File: src/rtl/drawing_canvas_ctrl_pkg.sv
// Shared state encodings, colours and address helper for the drawing canvas controller.
package drawing_canvas_ctrl_pkg;

    localparam logic [1:0] ST_CLEAR  = 2'd0;
    localparam logic [1:0] ST_RUN    = 2'd1;
    localparam logic [1:0] ST_PAINT  = 2'd2;
    localparam logic [1:0] ST_STREAM = 2'd3;

    localparam logic [2:0] COL_CURSOR = 3'b100;
    localparam logic [2:0] COL_INK    = 3'b000;
    localparam logic [2:0] COL_BLANK  = 3'b111;
    localparam logic [2:0] COL_BG     = 3'b000;

    localparam int ADDR_W = 10;

    function automatic logic [ADDR_W-1:0] cell_addr(input logic [4:0] x, input logic [4:0] y,
                                                    input int w);
        return ADDR_W'(y) * ADDR_W'(w) + ADDR_W'(x);
    endfunction

endpackage

File: src/rtl/drawing_canvas_ctrl_if.sv
// Canvas readout stream: start pulse plus valid/ready beats carrying one cell each.
interface drawing_canvas_ctrl_if;
    logic rd_start;
    logic rd_valid;
    logic rd_data;
    logic rd_last;
    logic rd_ready;

    modport master (output rd_start, output rd_ready,
                    input  rd_valid, input  rd_data, input rd_last);
    modport slave  (input  rd_start, input  rd_ready,
                    output rd_valid, output rd_data, output rd_last);
endinterface

File: src/rtl/drawing_canvas_ctrl_move_repeat.sv
// Turns held key levels into one-cycle cursor step pulses with a MOVE_DELAY auto-repeat.
module move_repeat #(
    parameter int MOVE_DELAY = 500000
) (
    input  logic clk,
    input  logic rst_n,
    input  logic enable,
    input  logic key_dn,
    input  logic key_up,
    input  logic key_rt,
    input  logic key_lf,
    input  logic blk_dn,
    input  logic blk_up,
    input  logic blk_rt,
    input  logic blk_lf,
    output logic dn,
    output logic up,
    output logic rt,
    output logic lf
);
    localparam int TW = $clog2(MOVE_DELAY + 1);

    logic [TW-1:0] timer;
    logic go_dn, go_up, go_rt, go_lf, any_key, fire;

    // Keys pointing off the canvas are masked before priority so they never load the timer.
    always_comb begin
        go_dn   = key_dn & ~blk_dn;
        go_up   = key_up & ~blk_up;
        go_rt   = key_rt & ~blk_rt;
        go_lf   = key_lf & ~blk_lf;
        any_key = key_dn | key_up | key_rt | key_lf;
        fire    = enable && (timer == '0) && (go_dn | go_up | go_rt | go_lf);
        dn      = fire & go_dn;
        up      = fire & ~go_dn & go_up;
        rt      = fire & ~go_dn & ~go_up & go_rt;
        lf      = fire & ~go_dn & ~go_up & ~go_rt & go_lf;
    end

    always_ff @(posedge clk or negedge rst_n) begin
        if (!rst_n) begin
            timer <= '0;
        end else if (enable) begin
            if (!any_key)
                timer <= '0;
            else if (fire)
                timer <= TW'(MOVE_DELAY);
            else if (timer != '0)
                timer <= timer - TW'(1);
        end
    end

endmodule

File: src/rtl/drawing_canvas_ctrl.sv
// Drawing-grid controller: 1-bit canvas with cursor, brush painting, hardware clear,
// VGA colour lookup and row-major readout stream.
module drawing_canvas_ctrl
    import drawing_canvas_ctrl_pkg::*;
#(
    parameter int GRID_W     = 28,
    parameter int GRID_H     = 28,
    parameter int CELL_SHIFT = 2,
    parameter int OFF_X      = 10,
    parameter int OFF_Y      = 10,
    parameter int MOVE_DELAY = 500000
) (
    input  logic       CLOCK_50,
    input  logic       resetn,
    input  logic       key_dn,
    input  logic       key_up,
    input  logic       key_rt,
    input  logic       key_lf,
    input  logic       pen_en,
    input  logic       erase_en,
    input  logic       brush_big,
    input  logic       clear_req,
    input  logic [7:0] vga_x,
    input  logic [6:0] vga_y,
    output logic [2:0] colour,
    output logic       busy,
    output logic [4:0] cur_x,
    output logic [4:0] cur_y,
    drawing_canvas_ctrl_if.slave rd
);
    localparam int N     = GRID_W * GRID_H;
    localparam int X_END = OFF_X + (GRID_W << CELL_SHIFT);
    localparam int Y_END = OFF_Y + (GRID_H << CELL_SHIFT);

    logic [1:0]        state;
    logic [ADDR_W-1:0] clr_idx, rd_idx, waddr, vaddr;
    logic              mem [N];
    logic [4:0]        px, py, gx, gy;
    logic              pval, pbig;
    logic signed [5:0] dx, dy;
    logic [6:0]        tx, ty;
    logic              paint_ok, paint_done, we, wdata, in_canvas;
    logic              step_dn, step_up, step_rt, step_lf;

    assign busy = (state != ST_RUN);

    move_repeat #(.MOVE_DELAY(MOVE_DELAY)) u_move (
        .clk    (CLOCK_50),
        .rst_n  (resetn),
        .enable (state == ST_RUN || state == ST_PAINT),
        .key_dn (key_dn),
        .key_up (key_up),
        .key_rt (key_rt),
        .key_lf (key_lf),
        .blk_dn (cur_y == 5'(GRID_H - 1)),
        .blk_up (cur_y == 5'd0),
        .blk_rt (cur_x == 5'(GRID_W - 1)),
        .blk_lf (cur_x == 5'd0),
        .dn     (step_dn),
        .up     (step_up),
        .rt     (step_rt),
        .lf     (step_lf)
    );

    always_ff @(posedge CLOCK_50 or negedge resetn) begin
        if (!resetn) begin
            cur_x <= 5'(GRID_W / 2);
            cur_y <= 5'(GRID_H / 2);
        end else begin
            if (step_dn)      cur_y <= cur_y + 5'd1;
            else if (step_up) cur_y <= cur_y - 5'd1;
            else if (step_rt) cur_x <= cur_x + 5'd1;
            else if (step_lf) cur_x <= cur_x - 5'd1;
        end
    end

    // Brush target in 7-bit two's complement; bit 6 flags the -1 column/row off the canvas.
    always_comb begin
        tx         = {2'b00, px} + {dx[5], dx};
        ty         = {2'b00, py} + {dy[5], dy};
        paint_ok   = !tx[6] && !ty[6] && (tx < 7'(GRID_W)) && (ty < 7'(GRID_H));
        paint_done = !pbig || (dx == 6'sd1 && dy == 6'sd1);
        we         = 1'b0;
        waddr      = clr_idx;
        wdata      = 1'b0;
        if (state == ST_CLEAR) begin
            we = 1'b1;
        end else if (state == ST_PAINT) begin
            we    = paint_ok;
            waddr = cell_addr(tx[4:0], ty[4:0], GRID_W);
            wdata = pval;
        end
    end

    always_ff @(posedge CLOCK_50) begin
        if (we) mem[waddr] <= wdata;
    end

    always_ff @(posedge CLOCK_50 or negedge resetn) begin
        if (!resetn) begin
            state       <= ST_CLEAR;
            clr_idx     <= '0;
            rd_idx      <= '0;
            rd.rd_valid <= 1'b0;
            rd.rd_last  <= 1'b0;
            rd.rd_data  <= 1'b0;
            px          <= '0;
            py          <= '0;
            pval        <= 1'b0;
            pbig        <= 1'b0;
            dx          <= '0;
            dy          <= '0;
        end else if (clear_req) begin
            state       <= ST_CLEAR;
            clr_idx     <= '0;
            rd.rd_valid <= 1'b0;
            rd.rd_last  <= 1'b0;
        end else begin
            case (state)
                ST_CLEAR: begin
                    if (clr_idx == ADDR_W'(N - 1)) state <= ST_RUN;
                    else clr_idx <= clr_idx + ADDR_W'(1);
                end
                ST_RUN: begin
                    if (rd.rd_start) begin
                        state       <= ST_STREAM;
                        rd_idx      <= '0;
                        rd.rd_valid <= 1'b1;
                        rd.rd_data  <= mem[0];
                        rd.rd_last  <= 1'b0;
                    end else if (pen_en || erase_en) begin
                        state <= ST_PAINT;
                        px    <= cur_x;
                        py    <= cur_y;
                        pval  <= ~erase_en;
                        pbig  <= brush_big;
                        dx    <= brush_big ? -6'sd1 : 6'sd0;
                        dy    <= brush_big ? -6'sd1 : 6'sd0;
                    end
                end
                ST_PAINT: begin
                    if (paint_done) begin
                        state <= ST_RUN;
                    end else if (dx == 6'sd1) begin
                        dx <= -6'sd1;
                        dy <= dy + 6'sd1;
                    end else begin
                        dx <= dx + 6'sd1;
                    end
                end
                default: begin
                    if (rd.rd_valid && rd.rd_ready) begin
                        if (rd.rd_last) begin
                            state       <= ST_RUN;
                            rd.rd_valid <= 1'b0;
                            rd.rd_last  <= 1'b0;
                        end else begin
                            rd_idx     <= rd_idx + ADDR_W'(1);
                            rd.rd_data <= mem[rd_idx + ADDR_W'(1)];
                            rd.rd_last <= (rd_idx == ADDR_W'(N - 2));
                        end
                    end
                end
            endcase
        end
    end

    always_comb begin
        in_canvas = (int'(vga_x) >= OFF_X) && (int'(vga_x) < X_END) &&
                    (int'(vga_y) >= OFF_Y) && (int'(vga_y) < Y_END);
        gx        = 5'((vga_x - 8'(OFF_X)) >> CELL_SHIFT);
        gy        = 5'((vga_y - 7'(OFF_Y)) >> CELL_SHIFT);
        vaddr     = cell_addr(gx, gy, GRID_W);
    end

    always_ff @(posedge CLOCK_50 or negedge resetn) begin
        if (!resetn)                         colour <= '0;
        else if (!in_canvas)                 colour <= COL_BG;
        else if (gx == cur_x && gy == cur_y) colour <= COL_CURSOR;
        else if (mem[vaddr])                 colour <= COL_INK;
        else                                 colour <= COL_BLANK;
    end

endmodule
File: src/flat_wrapper.sv
// flat-port wrapper written by rule: the top's interface ports become plain ports
module drawing_canvas_ctrl_flat import drawing_canvas_ctrl_pkg::*;
#(
    parameter int GRID_W     = 28,
    parameter int GRID_H     = 28,
    parameter int CELL_SHIFT = 2,
    parameter int OFF_X      = 10,
    parameter int OFF_Y      = 10,
    parameter int MOVE_DELAY = 500000
)
  (CLOCK_50, resetn, key_dn, key_up, key_rt, key_lf, pen_en, erase_en, brush_big, clear_req, vga_x, vga_y, colour, busy, cur_x, cur_y, rd_rd_start, rd_rd_ready, rd_rd_valid, rd_rd_data, rd_rd_last);
  drawing_canvas_ctrl_if rd_i ();
  input  logic CLOCK_50;
  input  logic resetn;
  input  logic key_dn;
  input  logic key_up;
  input  logic key_rt;
  input  logic key_lf;
  input  logic pen_en;
  input  logic erase_en;
  input  logic brush_big;
  input  logic clear_req;
  input  logic [7:0] vga_x;
  input  logic [6:0] vga_y;
  output logic [2:0] colour;
  output logic busy;
  output logic [4:0] cur_x;
  output logic [4:0] cur_y;
  input wire logic [$bits(rd_i.rd_start)-1:0] rd_rd_start;
  input wire logic [$bits(rd_i.rd_ready)-1:0] rd_rd_ready;
  output wire logic [$bits(rd_i.rd_valid)-1:0] rd_rd_valid;
  output wire logic [$bits(rd_i.rd_data)-1:0] rd_rd_data;
  output wire logic [$bits(rd_i.rd_last)-1:0] rd_rd_last;
  assign rd_i.rd_start = rd_rd_start;
  assign rd_i.rd_ready = rd_rd_ready;
  assign rd_rd_valid = rd_i.rd_valid;
  assign rd_rd_data = rd_i.rd_data;
  assign rd_rd_last = rd_i.rd_last;
  drawing_canvas_ctrl #(.GRID_W(GRID_W), .GRID_H(GRID_H), .CELL_SHIFT(CELL_SHIFT), .OFF_X(OFF_X), .OFF_Y(OFF_Y), .MOVE_DELAY(MOVE_DELAY)) u_core (.CLOCK_50(CLOCK_50), .resetn(resetn), .key_dn(key_dn), .key_up(key_up), .key_rt(key_rt), .key_lf(key_lf), .pen_en(pen_en), .erase_en(erase_en), .brush_big(brush_big), .clear_req(clear_req), .vga_x(vga_x), .vga_y(vga_y), .colour(colour), .busy(busy), .cur_x(cur_x), .cur_y(cur_y), .rd(rd_i));
endmodule
File: config.mk
export PLATFORM = sky130hd
export DESIGN_NAME = drawing_canvas_ctrl_flat
export DESIGN_NICKNAME = d
export VERILOG_FILES = /design/src/rtl/drawing_canvas_ctrl_pkg.sv /design/src/rtl/drawing_canvas_ctrl_if.sv /design/src/rtl/drawing_canvas_ctrl_move_repeat.sv /design/src/rtl/drawing_canvas_ctrl.sv /design/src/flat_wrapper.sv
export SDC_FILE = /design/constraint.sdc
export NUM_CORES = 2
export LEC_CHECK = 0
export ABC_AREA = 1
export CAP_MARGIN = 20
export CELL_PAD_IN_SITES_DETAIL_PLACEMENT = 1
export CELL_PAD_IN_SITES_GLOBAL_PLACEMENT = 1
export CORE_MARGIN = 2
export CORE_UTILIZATION = 50
export DETAILED_ROUTE_END_ITERATION = 10
export PLACE_DENSITY_LB_ADDON = 0.1
export SKIP_CTS_REPAIR_TIMING = 1
export SLEW_MARGIN = 20
export SYNTH_ARGS = -nofsm -noshare
export SYNTH_HDL_FRONTEND = slang
export SYNTH_SLANG_ARGS = --single-unit
File: constraint.sdc
create_clock -name CLOCK_50 -period 48.5 [get_ports CLOCK_50]
set_input_delay 9.7 -clock CLOCK_50 [delete_from_list [all_inputs] [get_ports CLOCK_50]]
set_output_delay 9.7 -clock CLOCK_50 [all_outputs]
set_load 0.1 [all_outputs]
; Word-level counts from Yosys, hierarchy flattened
; Memory sizes are Yosys's and may differ from the RTL's.
; Cells that the tools add are included.
[classes]
add_sub_neg = 15
n_mul = 2
div = 0
n_lt_le_gt_ge = 6
eq_ne = 24
shift = 0
muxes = 56
bitwise_logic = 30
reduce_logical = 42
[ops]
columns = cell, count
row1 = $mux W10, 8
row2 = $mux W19, 3
row3 = $mux W6, 7
row4 = $pmux W6 S2, 2
row5 = $add A10 B1 Y10 const B, 2
row6 = $add A10 B5 Y10, 2
row7 = $eq A10 B10 Y1 const B, 2
row8 = $mux W5, 4
row9 = $pmux W10 S2, 1
row10 = $logic_not A19 Y1, 1
row11 = $reduce_bool A19 Y1, 1
row12 = $sub A19 B1 Y19 const B, 1
row13 = $mux W1, 17
row14 = $mul A5 B3 Y8 const B, 2
row15 = $reduce_and A5 Y1, 3
row16 = $add A6 B6 Y7, 2
row17 = $lt A7 B5 Y1 const B, 2
row18 = $mux W2, 7
row19 = $ne A2 B2 Y1 const B, 7
row20 = $sub A7 B4 Y7 const B, 2
row21 = $not A1 Y1, 13
row22 = $add A6 B2 Y6 const B, 2
row23 = $eq A6 B2 Y1 const B, 2
row24 = $and A1 B1 Y1, 11
row25 = other kinds (32), 71
[word_totals]
ff_bits = 81
latch_bits = 0
ramBits = 784
mem_bits_ro = 0
word_cells = 192
mem_count = 1
[mem_list]
columns = name, words, width, read_ports, rd_clocked_by_memory_dff, write_ports, line_no
row1 = u_core.mem, 784, 1, 3, 0, 1, drawing_canvas_ctrl.sv:37  ; logic mem [N];

; Depth between registers and ports, before layout
[logic_depth]
word_depth = 13
ltp_mapped = 25
depth_no_buf = 24

; Cells and area by module
; Synthesis repeated with hierarchy kept, for this count alone.
[hier_totals]
cells_unflattened = 6300
area_unflattened_um2 = 50338.3
[modules_own_cells]
columns = mod, n_inst, cells_per_inst, area_each_um2, seq_area_each_um2
row1 = drawing_canvas_ctrl, 1, 6081, 48911.9, 25076.6
row2 = move_repeat, 1, 219, 1426.4, 475.5

; Worst setup path after synthesis
; No wires, ideal clock.
[synth_timing]
path_type = reg2reg
from = reg u_core.state[0]
to = mem u_core.mem[0], data pin
arrival_ns = 19.001
required_time_ns = 44.664
path_slack_ns = 25.663
stages_incl_launch_ff = 6
n_path_buf = 1
period_less_slack_ns = 22.837
cell_sequence = dfrtp_1 -> inv_1 -> ha_1 -> clkbuf_1 -> nand2_1 -> nor2_1
[synth_via]
elab_chain_cells = 3
word_cells_on_any_way = 4
cone_classes = eq/ne (1) / mux (2) / reduce/logical (1)
[synth_rtl]
columns = element, line_no
row1 = start: declaration, drawing_canvas_ctrl.sv:35  ; logic [1:0] state;
row2 = start signal: assignment, drawing_canvas_ctrl.sv:101  ; state <= ST_CLEAR;
row3 = start signal: assignment, drawing_canvas_ctrl.sv:114  ; state <= ST_CLEAR;
row4 = start signal: assignment, drawing_canvas_ctrl.sv:121  ; if (clr_idx == ADDR_W'(N - 1)) state <= ST_RUN;
row5 = $eq A2 B2 Y1, drawing_canvas_ctrl.sv:88  ; end else if (state == ST_PAINT) begin
row6 = $mux W1, drawing_canvas_ctrl.sv:88
row7 = $mux W1 (*), drawing_canvas_ctrl.sv:86  ; if (state == ST_CLEAR) begin
row8 = named net u_core.wdata, drawing_canvas_ctrl.sv:42  ; logic paint_ok, paint_done, we, wdata, in_canvas;
row9 = end: declaration, drawing_canvas_ctrl.sv:37
; The timed path passes the listed nets; every way through them passes the cells marked *.

; Final worst setup path
[layout_timing]
from = in vga_x[1]
to = reg u_core.colour[1]
[layout_via]
elab_chain_cells = 6
word_cells_on_any_way = 13
cone_classes = add/sub (2) / order compare (2) / eq/ne (1) / mux (3) / reduce/logical (4) / memory (1)
[layout_rtl]
columns = element, line_no
row1 = start: declaration, flat_wrapper.sv:23  ; input logic [7:0] vga_x;
row2 = $sub A7 B4 Y7, drawing_canvas_ctrl.sv:171  ; gx = 5'((vga_x - 8'(OFF_X)) >> CELL_SHIFT);
row3 = $add A10 B5 Y10, drawing_canvas_ctrl_pkg.sv:18  ; return ADDR_W'(y) * ADDR_W'(w) + ADDR_W'(x);
row4 = $mem_v2 Z784 W1, -
row5 = $mux W3, drawing_canvas_ctrl.sv:180  ; else if (mem[vaddr]) colour <= COL_INK;
row6 = $mux W3, drawing_canvas_ctrl.sv:179  ; else if (gx == cur_x && gy == cur_y) colour <= COL_CURSOR;
row7 = $mux W3 (*), drawing_canvas_ctrl.sv:178  ; else if (!in_canvas) colour <= COL_BG;
row8 = end signal: assignment, drawing_canvas_ctrl.sv:178
row9 = end signal: assignment, drawing_canvas_ctrl.sv:179
row10 = end signal: assignment, drawing_canvas_ctrl.sv:180
row11 = end: declaration, drawing_canvas_ctrl.sv:25  ; output logic [2:0] colour,
; Every way passes the cells marked *; elsewhere a longest branch is shown, timed or not.
; A chain may end at the register's enable or synchronous reset.

==> flow_summary_export.csv <==
group,metric,value,unit
yosys,synth_commonest_cells,"nor2_1, nand2_1, nand3_1",
clock_tree,numCtsBuffers,99,
timing,finalCriticalPeriod,15.24,ns
routing,drt_iter0_drc,4735,
global_route,grtUsageTotal,35.89,%
status,status,"finished, final reports clean",
timing,hold_viol,0,
routing,firstDrtPassIters,5,
worst_setup_path,crit_buf_inv,6,
timing,finClkSkew,0.02487,ns
clock_tree,cts_tree,"done",
yosys,syn-num-nets,6336,
worst_setup_path,worst-r2r-cell-count,19,
routing,wire_per_inst,25.38,µm
final_layout,finalNetCount,6086,
worst_setup_path,crit_arrival,15.77,ns
yosys,post-synth-top-count-cell,"nor2_1",
worst_setup_path,start_kind,"input port",
worst_setup_path,crit_end,"u_core.colour[1]",
clock_tree,htree_levels,3,
global_route,overflow,0,
routing,num_vias,45975,
timing,max_freq,65.62,MHz
power,power_leakage,20.69,nW
timing,holdWs,0.4999,ns
run,maxCapViolations,0,
timing,postLayoutSetupSlackWorst,33.26,ns
floorplanning,die_h,323.2,µm
floorplanning,initial_core_util,50.21,%
power,peakVddDrop,0.06636,mV
global_route,use_met3,5.948,%
worst_setup_path,end_kind,"flop",
global_route,grt_max_degree,284,
yosys,syn_inst,6241,
yosys,yosys-top-cells-area,"edfxtp_1, nor2_1, nand2_1, nand3_1, o211ai_1",
final_layout,drive_above_1_share,7.751,%
worst_setup_path,path_max_fanout,89,
floorplanning,die_w,323.2,µm
yosys,async_flop_share,9.259,%
worst_hold_path,hp-class,"flop to flop",
worst_setup_path,crit_slowest_cell,"buf_4",
yosys,synth_area_leader_cell,"edfxtp_1",
final_layout,syn2layout_area_growth,8.430,%
worst_setup_path,r2r_end,"u_core.mem[115]",
worst_setup_path,worst-path-stages,22,
worst_setup_path,worstPathCellList,"clkdlybuf4s50_1 > inv_1 > ha_4 > buf_4 > buf_4 > buf_4 > buf_4 > nor2_1 > a21oi_1 > nand2_1 > nand3_1 > nand2_1 > nand2_1 > nand3_1 > nand2_1 > nand2_1 > nand3_1 > nand3_1 > nand3_1 > nand3_1 > nand2_1 > nor2_1",
power,powerDensity,60.98,mW/mm²
clock_tree,clockBufferDepth,3,
worst_setup_path,r2r-start,"u_core.dy[0]",
global_route,grt_pass1_wl,281300,µm
yosys,syn-cell-area,0.05094,mm²
timing,fin_crit_sh,31.42,%
clock_tree,cts.sinks,864,
yosys,postSynthAreaPerCell,8.162,µm²
timing,max_slew.worst_pin.slew,1.231,ns
clock_tree,clock_latency,0.71,ns
global_route,antenna_found_initial,4,
worst_setup_path,critPathLaunch,"vga_x[1]",
floorplanning,die-area,0.1044,mm²
timing,finalSetupTns,0,ns
routing,drc_errors,0,
power,total_power,0.003368,W
placed_design,place_worst_setup_slack,32.75,ns
worst_setup_path,worst-setup-path-type,"input port to flop",
global_route,gr-usage-met1,46.05,%
yosys,ys_types,58,
timing,relSlewSlack,17.84,%
placed_design,port_buffers,43,
placed_design,hpwl,104000,µm
timing,slew_viol_final,0,
floorplanning,num_io_pins,44,
worst_setup_path,cpPeakStageDelay,0.79,ns
clock_tree,root_buffer,"clkbuf_16",
timing,finalSetupViolCount,0,
timing,rsz0062_at_grt,"false",
yosys,yosys.area.top_type_share,46.22,%
worst_setup_path,rrSetupSlack,42.39,ns
routing,postRouteAntennaNets,0,
worst_setup_path,cp.required,49.03,ns
yosys,ys.warnings.count,0,
worst_setup_path,crit_family,"buffers and inverters",
clock_tree,clkTransAtPathRegs,0.06,ns
yosys,synth_edf_count,784,
yosys,synth_ff_type,"edfxtp_1",
routing,drt_wl_total,189000,µm
floorplanning,rows,117,
global_route,busiest_layer,"met2",
global_route,grt_pass1_vias,46477,
routing,via_per_inst,6.173,
yosys,synth_seq_cells,864,
floorplanning,coreArea,0.1014,mm²
global_route,use_met2,58.27,%
placed_design,gp_congestion,0.8340,
yosys,synth_seq_area_share,50.16,%
## worst min-delay path by stage
stage          cells past startpoint  slack (ns)                 endpoint                     from
5_1_grt                            2        0.53        u_core.rd.rd_data        u_core.rd.rd_data
3_5_place_dp                       1        0.49  u_core.u_move.timer[10]  u_core.u_move.timer[10]
4_1_cts                            1        0.50  u_core.u_move.timer[10]  u_core.u_move.timer[10]
3_3_place_gp                       2        0.47              u_core.pbig              u_core.pbig
2_1_floorplan                      2        0.45              u_core.pbig              u_core.pbig
6_report                           1        0.50  u_core.u_move.timer[10]  u_core.u_move.timer[10]
## placed cells by master (no fill, tap or decap), types with 15 or more instances in the layout
cell,count
a21oi_1,380
buf_4,75
clkbuf_1,17
clkbuf_16,101
clkdlybuf4s50_1,42
clkinv_1,20
clkinv_2,28
dfrtp_1,73
edfxtp_1,784
fa_1,15
ha_1,49
inv_1,555
nand2_1,1080
nand3_1,786
nand3_2,15
nand3_4,17
nor2_1,1147
nor2_2,128
nor3_1,19
o211ai_1,287
o21ai_0,225
o22ai_1,19
xor2_1,36
## worst register-to-register path, delay by kind of cell (launching register included)
kind / cells / cell delay, ns
AND/OR/NAND/NOR: 6 / 1.83
adder cells (fa/ha/maj): 4 / 1.57
XOR/XNOR: 3 / 0.80
buffers and inverters: 5 / 0.72
flip-flops: 1 / 0.44
AO/OA/AOI/OAI: 1 / 0.44
## through the flow
step	utilization, %	instance area [µm²]	cells
after detailed placement	51.22	51960	7257
final	54.44	55230	7448
after CTS	54.40	55190	7444
after global placement	51.10	51840	7251
after floorplan	-	50940	6241
after global routing	54.44	55220	7445
## where the power goes
part	internal, W	switching (W)
Clock	0.000436	0.000327
Combinational	0.000431	0.00127
Sequential	0.000872	0.0000330
Total	0.00174	0.00163
## metal layers
metal,part of all wire [%],vias to the layer above
met5,0.028,-
met4,5.9,8
met3,8.4,613
met2,46,2028
met1,39,22961
li1,-,20365
## layout make-up
class                      instances  area, µm²
antenna                            3      7.507
clock buffer                     119       2605
clock inverter                    68      623.1
fill                           12127      46220
inverter                         573       2166
multi-input combinational       4321      21270
sequential                       864      25560
tap                             1368       1712
timing repair buffer             132       1291
## registers in the layout, summed over array words and instances, names as in the netlist, 2 cells and up
name,flops
u_core.mem,784
u_core.rd_idx,10
u_core.state,2
u_core.dy,6
u_core.u_move.timer,19
u_core.cur_x,5
u_core.cur_y,5
u_core.colour,2
u_core.dx,6
u_core.py,5
u_core.clr_idx,10
u_core.px,5
## cell families after synthesis
group	count (synthesis)	share of synthesized area, %
AND/OR/NAND/NOR	3243	27.42
buffers and inverters	1056	8.496
AO/OA/AOI/OAI	950	10.97
flip-flops	864	50.16
adder cells (fa/ha/maj)	68	1.906
XOR/XNOR	57	0.9801
multiplexers	3	0.06386
Power figures use the tool's default switching activity.
